[src/rtl/bmp_mem_arbiter_pkg.sv]
// Shared constants and state encoding for the BMP memory arbiter.
//   ADDR_WIDTH_DEFAULT / BYTE_WIDTH_DEFAULT : byte address / data widths
//   N_REQ_DEFAULT                            : number of image engines
//   MAX_BURST_DEFAULT                        : owner accesses before forced hand-off
//   arb_state_e                              : IDLE / BUSY / DRAIN (2-bit encodings)
package bmp_mem_arbiter_pkg;

  localparam int unsigned ADDR_WIDTH_DEFAULT = 16;
  localparam int unsigned BYTE_WIDTH_DEFAULT = 8;
  localparam int unsigned N_REQ_DEFAULT      = 4;
  localparam int unsigned MAX_BURST_DEFAULT  = 16;

  typedef enum logic [1:0] {
    ARB_IDLE  = 2'd0,
    ARB_BUSY  = 2'd1,
    ARB_DRAIN = 2'd2
  } arb_state_e;

endpackage

[src/rtl/bmp_mem_arbiter_rr_pick.sv]
// Combinational round-robin selector: picks the first asserted request at or
// after i_ptr, wrapping around.
//   i_req   : request vector
//   i_ptr   : index of the highest-priority requester
//   o_pick  : one-hot selected requester (zero when no request)
//   o_idx   : index of the selected requester (zero when no request)
module bmp_mem_arbiter_rr_pick #(
  parameter int unsigned N_REQ = 4,
  parameter int unsigned IDX_W = $clog2(N_REQ)
) (
  input  logic [N_REQ-1:0] i_req,
  input  logic [IDX_W-1:0] i_ptr,
  output logic [N_REQ-1:0] o_pick,
  output logic [IDX_W-1:0] o_idx
);

  logic w_found;

  // Two linear passes (upper segment from the pointer, then the wrapped lower
  // segment) avoid a modulo index and keep the priority order explicit.
  always_comb begin
    o_pick  = '0;
    o_idx   = '0;
    w_found = 1'b0;
    for (int unsigned k = 0; k < N_REQ; k++) begin
      if (!w_found && (k >= 32'(i_ptr)) && i_req[k]) begin
        o_pick[k] = 1'b1;
        o_idx     = IDX_W'(k);
        w_found   = 1'b1;
      end
    end
    for (int unsigned k = 0; k < N_REQ; k++) begin
      if (!w_found && (k < 32'(i_ptr)) && i_req[k]) begin
        o_pick[k] = 1'b1;
        o_idx     = IDX_W'(k);
        w_found   = 1'b1;
      end
    end
  end

endmodule

[src/rtl/bmp_mem_arbiter.sv]
// Round-robin arbiter sharing the byte-wide ROM read port and RAM write port
// between N_REQ image engines, with a burst limit forcing hand-off when other
// engines are waiting.
//   clk, rst_n       : clock, asynchronous active-low reset
//   req              : per-engine ownership request (level)
//   req_ren/req_wen  : per-engine ROM read / RAM write strobes
//   req_rom_addr     : flattened ROM addresses, engine k at [k*ADDR_WIDTH +: ADDR_WIDTH]
//   req_ram_addr     : flattened RAM addresses
//   req_ram_in       : flattened RAM write data
//   ROM_out          : ROM read data, valid the cycle after ROM_ren
//   gnt              : registered one-hot grant
//   rd_valid         : one-hot tag saying which engine ROM_out belongs to
//   rd_data          : ROM_out pass-through
//   ROM_ren/ROM_addr : muxed ROM read port
//   RAM_wen/RAM_addr/RAM_in : muxed RAM write port
//   busy             : an owner exists
//   owner_id         : index of the current owner, 0 when idle
module bmp_mem_arbiter
  import bmp_mem_arbiter_pkg::*;
#(
  parameter int unsigned N_REQ      = N_REQ_DEFAULT,
  parameter int unsigned ADDR_WIDTH = ADDR_WIDTH_DEFAULT,
  parameter int unsigned BYTE_WIDTH = BYTE_WIDTH_DEFAULT,
  parameter int unsigned MAX_BURST  = MAX_BURST_DEFAULT
) (
  input  logic                          clk,
  input  logic                          rst_n,
  input  logic [N_REQ-1:0]              req,
  input  logic [N_REQ-1:0]              req_ren,
  input  logic [N_REQ-1:0]              req_wen,
  input  logic [N_REQ*ADDR_WIDTH-1:0]   req_rom_addr,
  input  logic [N_REQ*ADDR_WIDTH-1:0]   req_ram_addr,
  input  logic [N_REQ*BYTE_WIDTH-1:0]   req_ram_in,
  input  logic [BYTE_WIDTH-1:0]         ROM_out,
  output logic [N_REQ-1:0]              gnt,
  output logic [N_REQ-1:0]              rd_valid,
  output logic [BYTE_WIDTH-1:0]         rd_data,
  output logic                          ROM_ren,
  output logic [ADDR_WIDTH-1:0]         ROM_addr,
  output logic                          RAM_wen,
  output logic [ADDR_WIDTH-1:0]         RAM_addr,
  output logic [BYTE_WIDTH-1:0]         RAM_in,
  output logic                          busy,
  output logic [2:0]                    owner_id
);

  localparam int unsigned IDX_W = $clog2(N_REQ);
  localparam int unsigned CNT_W = $clog2(MAX_BURST + 1);
  localparam logic [CNT_W-1:0] CNT_MAX = CNT_W'(MAX_BURST);

  arb_state_e       r_state, w_state_nxt;
  logic [N_REQ-1:0] r_gnt, w_gnt_nxt;
  logic [N_REQ-1:0] r_rd_valid;
  logic [IDX_W-1:0] r_owner, w_owner_nxt;
  logic [IDX_W-1:0] r_ptr, w_ptr_nxt;
  logic [CNT_W-1:0] r_cnt, w_cnt_nxt, w_cnt_acc;

  logic [N_REQ-1:0] w_pick;
  logic [IDX_W-1:0] w_pick_idx;
  logic             w_ren, w_wen, w_owner_req, w_others, w_release;
  logic [ADDR_WIDTH-1:0] w_rom_addr, w_ram_addr;
  logic [BYTE_WIDTH-1:0] w_ram_in;

  bmp_mem_arbiter_rr_pick #(
    .N_REQ (N_REQ),
    .IDX_W (IDX_W)
  ) u_pick (
    .i_req  (req),
    .i_ptr  (r_ptr),
    .o_pick (w_pick),
    .o_idx  (w_pick_idx)
  );

  // r_gnt is one-hot in BUSY and zero elsewhere, so gating everything by it
  // both selects the owner and forces the ports to zero outside BUSY.
  always_comb begin
    w_rom_addr = '0;
    w_ram_addr = '0;
    w_ram_in   = '0;
    for (int unsigned k = 0; k < N_REQ; k++) begin
      if (r_gnt[k]) begin
        w_rom_addr = req_rom_addr[k*ADDR_WIDTH +: ADDR_WIDTH];
        w_ram_addr = req_ram_addr[k*ADDR_WIDTH +: ADDR_WIDTH];
        w_ram_in   = req_ram_in[k*BYTE_WIDTH +: BYTE_WIDTH];
      end
    end
  end

  assign w_ren       = |(req_ren & r_gnt);
  assign w_wen       = |(req_wen & r_gnt);
  assign w_owner_req = |(req & r_gnt);
  assign w_others    = |(req & ~r_gnt);

  // Count including this cycle's access, so a tenure ends after exactly
  // MAX_BURST accesses while the final strobe is still accepted.
  assign w_cnt_acc = ((w_ren || w_wen) && (r_cnt != CNT_MAX)) ? r_cnt + 1'b1 : r_cnt;
  assign w_release = !w_owner_req || ((w_cnt_acc == CNT_MAX) && w_others);

  always_comb begin
    w_state_nxt = r_state;
    w_gnt_nxt   = r_gnt;
    w_owner_nxt = r_owner;
    w_ptr_nxt   = r_ptr;
    w_cnt_nxt   = r_cnt;
    case (r_state)
      ARB_IDLE, ARB_DRAIN: begin
        if (|req) begin
          w_state_nxt = ARB_BUSY;
          w_gnt_nxt   = w_pick;
          w_owner_nxt = w_pick_idx;
          w_cnt_nxt   = '0;
        end else begin
          w_state_nxt = ARB_IDLE;
        end
      end
      ARB_BUSY: begin
        w_cnt_nxt = w_cnt_acc;
        if (w_release) begin
          w_state_nxt = ARB_DRAIN;
          w_gnt_nxt   = '0;
          w_owner_nxt = '0;
          w_ptr_nxt   = (r_owner == IDX_W'(N_REQ - 1)) ? '0 : r_owner + 1'b1;
        end
      end
      default: begin
        w_state_nxt = ARB_IDLE;
        w_gnt_nxt   = '0;
        w_owner_nxt = '0;
      end
    endcase
  end

  always_ff @(posedge clk or negedge rst_n) begin
    if (!rst_n) begin
      r_state    <= ARB_IDLE;
      r_gnt      <= '0;
      r_owner    <= '0;
      r_ptr      <= '0;
      r_cnt      <= '0;
      r_rd_valid <= '0;
    end else begin
      r_state    <= w_state_nxt;
      r_gnt      <= w_gnt_nxt;
      r_owner    <= w_owner_nxt;
      r_ptr      <= w_ptr_nxt;
      r_cnt      <= w_cnt_nxt;
      // Tag with the owner at issue time; survives the release into DRAIN.
      r_rd_valid <= req_ren & r_gnt;
    end
  end

  assign gnt      = r_gnt;
  assign rd_valid = r_rd_valid;
  assign rd_data  = ROM_out;
  assign ROM_ren  = w_ren;
  assign ROM_addr = w_rom_addr;
  assign RAM_wen  = w_wen;
  assign RAM_addr = w_ram_addr;
  assign RAM_in   = w_ram_in;
  assign busy     = (r_state == ARB_BUSY);
  assign owner_id = 3'(r_owner);

endmodule

[config.mk]
export PLATFORM = sky130hd
export DESIGN_NAME = bmp_mem_arbiter
export DESIGN_NICKNAME = d
export VERILOG_FILES = /design/src/rtl/bmp_mem_arbiter_pkg.sv /design/src/rtl/bmp_mem_arbiter_rr_pick.sv /design/src/rtl/bmp_mem_arbiter.sv
export SDC_FILE = /design/constraint.sdc
export NUM_CORES = 1
export LEC_CHECK = 0
export ABC_CLOCK_PERIOD_IN_PS = 2780
export BUFFER_PORTS_ARGS = -buffer_cell sky130_fd_sc_hd__clkbuf_2
export CORE_AREA = 2 2 96 98
export CTS_CLUSTER_DIAMETER = 60
export DETAILED_ROUTE_END_ITERATION = 16
export DIE_AREA = 0 0 98 100
export GPL_TIMING_DRIVEN = 0
export MAX_ROUTING_LAYER = met4
export PLACE_DENSITY = 0.77
export REMOVE_ABC_BUFFERS = 1
export SETUP_SLACK_MARGIN = 0.4
export SLEW_MARGIN = 20
export SYNTH_ARGS = -nofsm -noshare
export SYNTH_HDL_FRONTEND = slang
export SYNTH_SLANG_ARGS = --single-unit
[constraint.sdc]
create_clock -name clk -period 2.78 [get_ports clk]
set_input_delay 0.556 -clock clk [delete_from_list [all_inputs] [get_ports clk]]
set_output_delay 0.556 -clock clk [all_outputs]
set_load 0.02 [all_outputs]
==> impl_metrics.ini <==
[detailed_routing]
antenna_left = 0
wirelength_um = 12000
vias = 3808
drcViolationCount = 0
viasPerCell = 5.55
drtPass1Iterations = 5
post_drt_wl_per_cell_um = 17.5
drt_iter0_markers = 226

[place]
placed_area_sq_um = 3630
dp_hpwl_um = 7710
port_buffers = 226
globalplace.congestion = 0.882
dp_cells = 649

[timing]
max_freq_mhz = 401
layout_min_cycle_time_ns = 2.49
relSlewSlack = 0.456
finalSetupViolCount = 0
fin_skew_ns = 0.00409
post-route-period-util = 0.897
grt_setup_unrepaired = yes
worst_pin_slew_ns = 0.809
finalHoldViolCount = 0
maxSlewViolCount = 0
holdWs_ns = 0.252

[critical_path]
crit_start = gnt[1]
r2r_end = r_owner[0]
crit_path_frequent_cell = buf_12
cp.required_ns = 2.22
cp_top_family = buffers and inverters
cpPeakStageDelay_ns = 0.49
crit_end = ROM_addr[12]
r2r_cells = 8
arrival_ns = 1.94
critical_path.max_fanout = 12
cp-end-kind = output pin
criticalPathCategory = reg2out
path_depth = 8
path_cells = buf_12 -> nor2b_4 -> buf_12 -> buf_16 -> a221o_1 -> o21ai_0 -> o21ai_1 -> buf_4
worstSetupStartpointType = flip-flop
rrSetupSlack_ns = 0.42
rr_startpoint = gnt[1]
critPathBufInv = 4
slowest_stage = dfrtp_4

[die]
coreArea_sq_um = 8890
rows = 35
io_pins = 244
die_h_um = 100
initial_core_util = 0.280
die_area_sq_um = 9800
fp.dieW_um = 98

[run_status]
run_status = finished, final reports clean

[clock_network]
hold_buffers = 0
cts_buffer_depth = 2
cts_sinks = 19
htree_levels = 1
cts_tree = built
clk_pin_slew_ns = 0.08
insertion_delay_ns = 0.26
numCtsBuffers = 3
root_buffer = clkbuf_8

[logic_synthesis]
ys_ff_latch = 19
synth_warnings = 0
yosysSeqAreaShare = 0.191
yosys.area.top_type = dfrtp_1
synth_top_area_share = 0.191
synth_xor_area_frac = 0.0101
synth_cells = 354
ys_async_sr_fraction = 1.00
ys_top_cells_by_count = o21ai_0 (89), nand2_1 (53), a221o_1 (39)
muxShareOfSynthArea = 0.0136
ys.flop_type = dfrtp_1
yosys-top-cells-area = dfrtp_1 (19%), o21ai_0 (18%), a221o_1 (16%)
synth_top_family_by_area = compound AO/OA/AOI/OAI gates
synth-simple-area-share = 0.189
synth_most_common_cell = o21ai_0
synth_edf_count = 0
syn_avg_cell_area_sq_um = 7.02
netlist_area_sq_um = 2480
synth_compound_area_frac = 0.479
synth_cell_types = 54
synth_fa_ha_area_frac = 0.0151

[final_layout]
finish.instance_area_sq_um = 4250
final_cells = 686
nets = 761
n_fill_cell = 872
drive_above_1_share = 0.503
diodes = 0
syn2layout_area_growth_pct = 70.9
utilization = 0.478

[global_routing]
grt_max_degree = 46
gr-total-overflow = 0
grt_pass1_vias = 3519
antenna_found_initial = 0
grt_pass1_wl_um = 17500
track_usage = 0.224

[power_and_ir_drop]
vdd_drop_max_uv = 590
p_per_area_nw_per_um2 = 1080
p_leak_nw = 2.10

[flow_run]
max-cap-violations = 0

[hold_path]
hold_class = in2async
-- layout make-up --
cell class	count	area, sq um	area share
Clock buffer	3	41.3	0.00972
Clock inverter	1	5.00	0.00118
Timing Repair Buffer	257	1680	0.395
Timing Repair inverter	5	37.5	0.00884
Sequential cell	19	488	0.115
Inverter	10	41.3	0.00972
Tap cell	111	139	0.0327
Multi-Input combinational cell	280	1820	0.428
-- timing repair --
action                     4_1_cts  5_1_grt
resized for setup               88       69
pin swaps                       22       41
setup endpoints to repair       50       50
buffers inserted                19        5
cloned                           7        2
-- flip-flops by register name (all words and copies together) (netlist names) --
name	count
r_ptr	2
r_owner	2
r_state	2
rd_valid	4
gnt	4
r_cnt	5
-- per-layer routing --
metal  track usage  part of all wire  routed length (um)  vias up
met3        0.0453             0.082                 986       24
li1              -                 -                   -     1775
met4        0.0566             0.017                 206        0
met2         0.407              0.54                6450      234
met1         0.253              0.36                4380     1775
met5             -                 0                   0        -
-- per-stage QoR --
step	total power, mW	TNS (ns)	worst slack [ns]
5_1_grt	4.95	0	0.220
3_5_place_dp	3.51	-1.93	-0.272
4_1_cts	4.42	0	0.277
2_1_floorplan	2.46	-40.89	-0.976
6_report	4.61	0	0.285
3_3_place_gp	3.37	-92.15	-2.13
-- how the worst min path moves through the flow --
| stage | end | slack, ns | cells past startpoint |
|---|---|---|---|
| finish | r_owner[1] | 0.25 | 1 |
| global route | r_state[1] | 0.29 | 1 |
| CTS | r_owner[0] | 0.26 | 1 |
| detailed placement | r_owner[0] | 0.54 | 1 |
| global placement | r_owner[1] | 0.54 | 1 |
| floorplan | gnt[0] | 0.26 | 0 |
-- power by group --
| group | internal [mW] | switching [mW] |
|---|---|---|
| combinational | 1.75 | 2.12 |
| clock | 0.0997 | 0.0969 |
| sequential | 0.375 | 0.165 |
| total | 2.22 | 2.38 |
-- cell usage in the layout, fill, tap and decap left out, drive strengths merged, types with 7 or more instances in the layout --
master	instances
nand3	7
nand2	55
dfrtp	19
o21ai	90
buf	68
nor2	15
a22oi	8
a221o	39
clkbuf	192
a21oi	12
inv	9
-- cells by family (layout without fill, tap and decap cells) --
logic type / Yosys count / after routing
fa+ha+maj: 3 / 3
flops: 19 / 19
other cells: 1 / 1
simple gates: 99 / 99
mux: 3 / 3
buf+inv: 55 / 276
xor+xnor: 2 / 2
compound gates: 172 / 172
Note: power is estimated with default switching activity, not from simulation.
